===== src/rtl/if_stage.sv =====
// Instruction fetch stage: 2-credit request engine, 2-entry response FIFO, redirect/drain FSM.
// Optional macro IF_MISALIGN_TRAP_EN turns misaligned redirect targets into a trap entry.
module if_stage #(
  parameter logic [31:0] RESET_PC = 32'h0000_0000
) (
  input  logic        clk_i,
  input  logic        rst_i,
  output logic        imem_req_o,
  output logic [31:0] imem_addr_o,
  input  logic        imem_gnt_i,
  input  logic        imem_rvalid_i,
  input  logic [31:0] imem_rdata_i,
  input  logic        redirect_i,
  input  logic [31:0] redirect_pc_i,
  output logic        id_valid_o,
  input  logic        id_ready_i,
  output logic [31:0] id_instr_o,
  output logic [31:0] id_pc_o,
  output logic        id_misalign_o
);

  localparam logic [1:0]  ST_BOOT  = 2'd0;
  localparam logic [1:0]  ST_FETCH = 2'd1;
  localparam logic [1:0]  ST_DRAIN = 2'd2;
  localparam logic [31:0] NOP      = 32'h0000_0013;

  logic [1:0]  state_q, state_d;
  logic [31:0] fetch_pc_q, fetch_pc_d;
  logic [31:0] resp_pc_q, resp_pc_d;
  logic [1:0]  out_q, out_d;
  logic [1:0]  cnt_q, cnt_d;
  logic        rd_ptr_q, rd_ptr_d;
  logic        wr_ptr_q, wr_ptr_d;
  logic        halt_q, halt_d;
  logic [31:0] instr_q [2];
  logic [31:0] pc_q [2];

  logic [31:0] tgt_pc;
  logic        tgt_mis;
  logic        redir, pop, fire, push_resp;
  logic [2:0]  used;
  logic        wr_en, wr_idx;
  logic [31:0] wr_instr, wr_pc;

`ifdef IF_MISALIGN_TRAP_EN
  assign tgt_pc  = redirect_pc_i;
  assign tgt_mis = |redirect_pc_i[1:0];
`else
  logic unused_pc_bits;
  assign unused_pc_bits = ^redirect_pc_i[1:0];
  assign tgt_pc  = {redirect_pc_i[31:2], 2'b00};
  assign tgt_mis = 1'b0;
`endif

  assign redir      = redirect_i && (state_q != ST_BOOT);
  assign id_valid_o = (cnt_q != 2'd0);
  assign pop        = id_valid_o && id_ready_i;
  // An entry leaving to decode this cycle frees its credit immediately.
  assign used       = {1'b0, out_q} + {1'b0, cnt_q} - {2'b00, pop};
  assign imem_req_o = (state_q == ST_FETCH) && !halt_q && (used < 3'd2);
  assign imem_addr_o = fetch_pc_q;
  assign fire       = imem_req_o && imem_gnt_i;
  assign push_resp  = imem_rvalid_i && (state_q == ST_FETCH) && !redir;
  assign out_d      = out_q + {1'b0, fire} - {1'b0, imem_rvalid_i};

  assign id_instr_o = instr_q[rd_ptr_q];
  assign id_pc_o    = pc_q[rd_ptr_q];

  always_comb begin
    state_d    = state_q;
    fetch_pc_d = fetch_pc_q;
    resp_pc_d  = resp_pc_q;
    halt_d     = halt_q;
    rd_ptr_d   = rd_ptr_q;
    wr_ptr_d   = wr_ptr_q;
    cnt_d      = cnt_q + {1'b0, push_resp} - {1'b0, pop};
    wr_en      = push_resp;
    wr_idx     = wr_ptr_q;
    wr_instr   = imem_rdata_i;
    wr_pc      = resp_pc_q;

    if (fire)      fetch_pc_d = fetch_pc_q + 32'd4;
    if (push_resp) begin
      resp_pc_d = resp_pc_q + 32'd4;
      wr_ptr_d  = ~wr_ptr_q;
    end
    if (pop)       rd_ptr_d = ~rd_ptr_q;

    // Flush after any same-cycle transfer; a misaligned target leaves one trap entry.
    if (redir) begin
      fetch_pc_d = tgt_pc;
      resp_pc_d  = tgt_pc;
      halt_d     = tgt_mis;
      rd_ptr_d   = 1'b0;
      wr_ptr_d   = tgt_mis;
      cnt_d      = {1'b0, tgt_mis};
      wr_en      = tgt_mis;
      wr_idx     = 1'b0;
      wr_instr   = NOP;
      wr_pc      = tgt_pc;
    end

    case (state_q)
      ST_BOOT:  state_d = ST_FETCH;
      ST_FETCH: if (redir && (out_d != 2'd0)) state_d = ST_DRAIN;
      ST_DRAIN: if (out_d == 2'd0) state_d = ST_FETCH;
      default:  state_d = ST_BOOT;
    endcase
  end

  always_ff @(posedge clk_i or posedge rst_i) begin
    if (rst_i) begin
      state_q    <= ST_BOOT;
      fetch_pc_q <= RESET_PC;
      resp_pc_q  <= RESET_PC;
      out_q      <= 2'd0;
      cnt_q      <= 2'd0;
      rd_ptr_q   <= 1'b0;
      wr_ptr_q   <= 1'b0;
      halt_q     <= 1'b0;
    end else begin
      state_q    <= state_d;
      fetch_pc_q <= fetch_pc_d;
      resp_pc_q  <= resp_pc_d;
      out_q      <= out_d;
      cnt_q      <= cnt_d;
      rd_ptr_q   <= rd_ptr_d;
      wr_ptr_q   <= wr_ptr_d;
      halt_q     <= halt_d;
    end
  end

  // NOTE: the FIFO storage is reset because the empty head drives id_instr_o/id_pc_o
  // and must read as a NOP at PC 0 after reset.
  always_ff @(posedge clk_i or posedge rst_i) begin
    if (rst_i) begin
      for (int i = 0; i < 2; i++) begin
        instr_q[i] <= NOP;
        pc_q[i]    <= 32'h0;
      end
    end else if (wr_en) begin
      instr_q[wr_idx] <= wr_instr;
      pc_q[wr_idx]    <= wr_pc;
    end
  end

`ifdef IF_MISALIGN_TRAP_EN
  logic [1:0] mis_q;
  always_ff @(posedge clk_i or posedge rst_i) begin
    if (rst_i)      mis_q         <= 2'b00;
    else if (wr_en) mis_q[wr_idx] <= redir;
  end
  assign id_misalign_o = mis_q[rd_ptr_q];
`else
  assign id_misalign_o = 1'b0;
`endif

endmodule


===== config.mk =====
export PLATFORM = sky130hd
export DESIGN_NAME = if_stage
export DESIGN_NICKNAME = d
export VERILOG_FILES = /design/src/rtl/if_stage.sv
export SDC_FILE = /design/constraint.sdc
export NUM_CORES = 1
export LEC_CHECK = 0
export CORE_ASPECT_RATIO = 1.1
export CORE_UTILIZATION = 35
export DETAILED_ROUTE_END_ITERATION = 10
export GPL_TIMING_DRIVEN = 0
export PLACE_DENSITY_LB_ADDON = 0.12
export SLEW_MARGIN = 10
export SYNTH_ARGS = -nofsm -noshare
export SYNTH_HDL_FRONTEND = slang
export SYNTH_SLANG_ARGS = --single-unit

===== constraint.sdc =====
create_clock -name clk_i -period 15.1 [get_ports clk_i]
set_input_delay 3.02 -clock clk_i [delete_from_list [all_inputs] [get_ports clk_i]]
set_output_delay 3.02 -clock clk_i [all_outputs]
set_load 0.05 [all_outputs]

==> out/results.txt, run 1 <==
Max Cap Violations -> 0
Crit start category -> primary input
WL/cell -> 17.7 µm
CTS max path bufs -> 2
Synth unique cells -> 46
Final hold violations -> 0
Critical-path top delay cell -> clkdlybuf4s50_1
Avg Inst Size Synth -> 9.91 µm²
CTS tree -> built
Slew @ Worst Pin -> 806 ps
Synth Instances -> 944
Fmax -> 113 MHz
CTS hold repair buffers -> 0
Resize count post-CTS -> 0
CP most frequent cell -> clkdlybuf4s50_1
Post-synth top area cell -> dfrtp_1
Worst path cell trace -> clkdlybuf4s50_1 > nand2_1 > nor2_1 > o21ai_0 > fa_1 > xnor2_1 > nor4bb_1 > clkdlybuf4s50_1
Final Instance Area -> 12000 µm²
Crit path max fanout -> 5
Setup TNS -> 0 ps
Met2 Usage GRT -> 31.7%
First-pass GRT wire length -> 42000 µm
GRT Util Overall -> 20.1%
Vias in the first global route -> 7386
VDD IR max -> 0.116 mV
CTS root buf -> clkbuf_16
Clock skew -> 19.5 ps
Die span in y -> 174 µm
Remaining Overflow, GRT -> 0
Share of flip-flops with an asynchronous set or reset -> 100%
Seq cells post-synth -> 194
Outcome -> completed
Core area -> 26200 µm²
Post-synth EDFFs -> 0
First drt pass iteration count -> 5
Total CTS buffers -> 17
Initial Util -> 35.7%
Top Usage Layer GRT -> met2
Area growth syn-to-layout -> 28.7%
Crit-path max cell delay -> 860 ps
Met3 usage in global routing -> 2.60%
RSZ-0062 raised after global routing -> no
Layout cells sized above 1 -> 11.8%
Setup-failing EPs final -> 0
Buf+Inv Stages, Crit Path -> 2
Post-CTS Setup Inserts -> 0
Largest net degree at the start of global routing -> 107
Post-Syn Area -> 9360 µm²
Critical Path AT -> 5830 ps
Synth warnings -> 0
CP Capture Type -> primary output
Placed Area -> 11500 µm²
Final ANT Viol Nets -> 0
Clk Latency, worst-skew pair -> 430 ps
Share of the synthesized area in the top cell type -> 50.3%
Htree depth -> 4
Clk sinks -> 194
Remaining DRCs -> 0
Die X -> 158 µm
Final hold slack -> 475 ps
I/O Pins -> 169
Slew Limit Fails -> 0
Pwr Density -> 244 nW/µm²
Initial drt markers -> 397
Sequential share of the synthesized area -> 52.0%
Minimum clock period -> 8850 ps
Placer congestion estimate -> 0.785
Crit path kind -> primary input to primary output
Diodes inserted -> 0
Leakage -> 0.00511 µW
Buffers added on ports -> 163
Nets -> 1207
Vias/cell -> 4.95
Crit-path leading delay family -> buffers and inverters
Initial antenna violation count -> 0
Slew headroom -> 46.2%
Number of fill cells in the layout -> 2644
Hpwl dp -> 19000 µm
Drt total wl -> 26500 µm
WP data required -> 12080 ps
Clock transition at path regs -> 80 ps
Ys flop type -> dfrtp_1
Synth area leaders -> dfrtp_1 50%, mux2_2 7.6%, nand2_1 7.1%
Path type of the worst min-delay path -> flip-flop to flip-flop
Crit share post-route -> 58.6%
Std cell rows -> 62
Routed vias -> 7389
GR Layer Usage met1 -> 29.2%
Full die area -> 27400 µm²
## area by class of cell
type	count	area, µm²	share of cell area (%)
tap	352	440	3.66
clock buffer	17	425	3.53
buffer	60	262	2.17
inverter	13	56.3	0.467
sequential	194	4860	40.4
clock inverter	15	146	1.22
timing repair buffer	164	1660	13.8
multi-input combinational	679	4190	34.8
## state kept, by name (all words and copies together) (netlist names)
signal / cells
pc_q: 62
instr_q: 64
cnt_q: 2
wr_ptr_q: 1
resp_pc_q: 30
out_q: 2
state_q: 2
rd_ptr_q: 1
imem_addr_o: 30
## tightest hold or removal path: stages, from the launching register on
cell     delay (ps)
dfrtp_1         340
nand2_1          40
o21ai_0          60
## kinds of logic (layout without fill, tap and decap cells)
group | Yosys count | in the layout | synth area share (%)
AO/OA/AOI/OAI | 195 | 195 | 10.7
buffers and inverters | 73 | 269 | 3.32
XOR/XNOR | 60 | 60 | 5.62
multiplexers | 92 | 92 | 10.7
other | 1 | 3 | 0.0401
flip-flops | 194 | 194 | 52.0
adder cells (fa/ha/maj) | 8 | 8 | 1.15
AND/OR/NAND/NOR | 321 | 321 | 16.6
## per-layer routing
| layer | wire length, µm | part of all wire, % | vias to the layer above |
|---|---|---|---|
| li1 | - | - | 3608 |
| met1 | 12700 | 48 | 3603 |
| met2 | 12600 | 48 | 156 |
| met3 | 888 | 3.4 | 22 |
| met4 | 286 | 1.1 | 0 |
| met5 | 0 | 0 | - |
## worst paths after layout
kind	depth (start not counted)	to	slack, ps	from
max	8	imem_req_o	6250	id_ready_i
min in group asynchronous	2	pc_q[3]	3120	rst_i
min	2	instr_q[37]	470	instr_q[37]
max reg2reg	15	state_q[0]	11570	cnt_q[0]
max in group asynchronous	3	instr_q[1]	11040	rst_i
min reg2reg	2	instr_q[37]	470	instr_q[37]
## synth_stat cells, drive strengths merged, types with 5 or more instances
cell type / count
a21oi: 56
and2: 6
and3: 12
buf: 24
clkbuf: 36
dfrtp: 188
dfstp: 6
ha: 7
inv: 13
mux2: 63
mux2i: 29
nand2: 176
nand3: 27
nand4: 24
nor2: 45
nor3: 7
nor4: 5
o21ai: 129
xnor2: 21
xor2: 39
## report_power, final
part           switching (µW)  internal [µW]
logic                     997            558
clock network             222            220
registers                 179            759
## through the flow
stage,utilization (%),instances,setup WS [ps],power [µW]
6_report,45.9,1494,6250,2930
3_5_place_dp,43.8,1462,6210,2510
4_1_cts,45.9,1494,6210,2960
3_3_place_gp,43.6,1461,3890,2490
5_1_grt,45.9,1494,6080,3120
2_1_floorplan,-,946,6560,2000
## placed cells by master (no fill, tap or decap), types with 4 or more instances in the layout
| master | n |
|---|---|
| mux2_2 | 63 |
| o21ai_0 | 127 |
| nand4_1 | 22 |
| nand3_1 | 27 |
| clkdlybuf4s50_1 | 163 |
| dfstp_2 | 6 |
| inv_6 | 4 |
| clkbuf_1 | 36 |
| and2_1 | 6 |
| inv_8 | 4 |
| nand2_1 | 176 |
| buf_2 | 14 |
| xor2_1 | 39 |
| xnor2_1 | 21 |
| dfrtp_1 | 188 |
| buf_1 | 5 |
| nor2_1 | 45 |
| nor3_1 | 6 |
| inv_1 | 12 |
| a21oi_1 | 56 |
| buf_4 | 5 |
| mux2i_1 | 29 |
| ha_1 | 7 |
| or3_1 | 4 |
| and3_1 | 12 |
| clkbuf_16 | 17 |
No activity file was read; power rests on OpenSTA's default activity.
==> inputs of run 2 (changes only) <==
==> constraint.sdc (replaced) <==
create_clock -name clk_i -period 7.7 [get_ports clk_i]
set_input_delay 1.54 -clock clk_i [delete_from_list [all_inputs] [get_ports clk_i]]
set_output_delay 1.54 -clock clk_i [all_outputs]
set_load 0.05 [all_outputs]
==> results of run 2 <==
Same layout as run 1 (identical final DEF). Status: completed.
Among the figures that moved: setup slack after placement 6210 ps -> 1770 ps; setup slack after layout 6250 ps -> 1810 ps; register-to-register setup slack 11570 ps -> 4170 ps; total power 2930 µW -> 5760 µW; worst IR drop on VDD 0.116 mV -> 0.227 mV
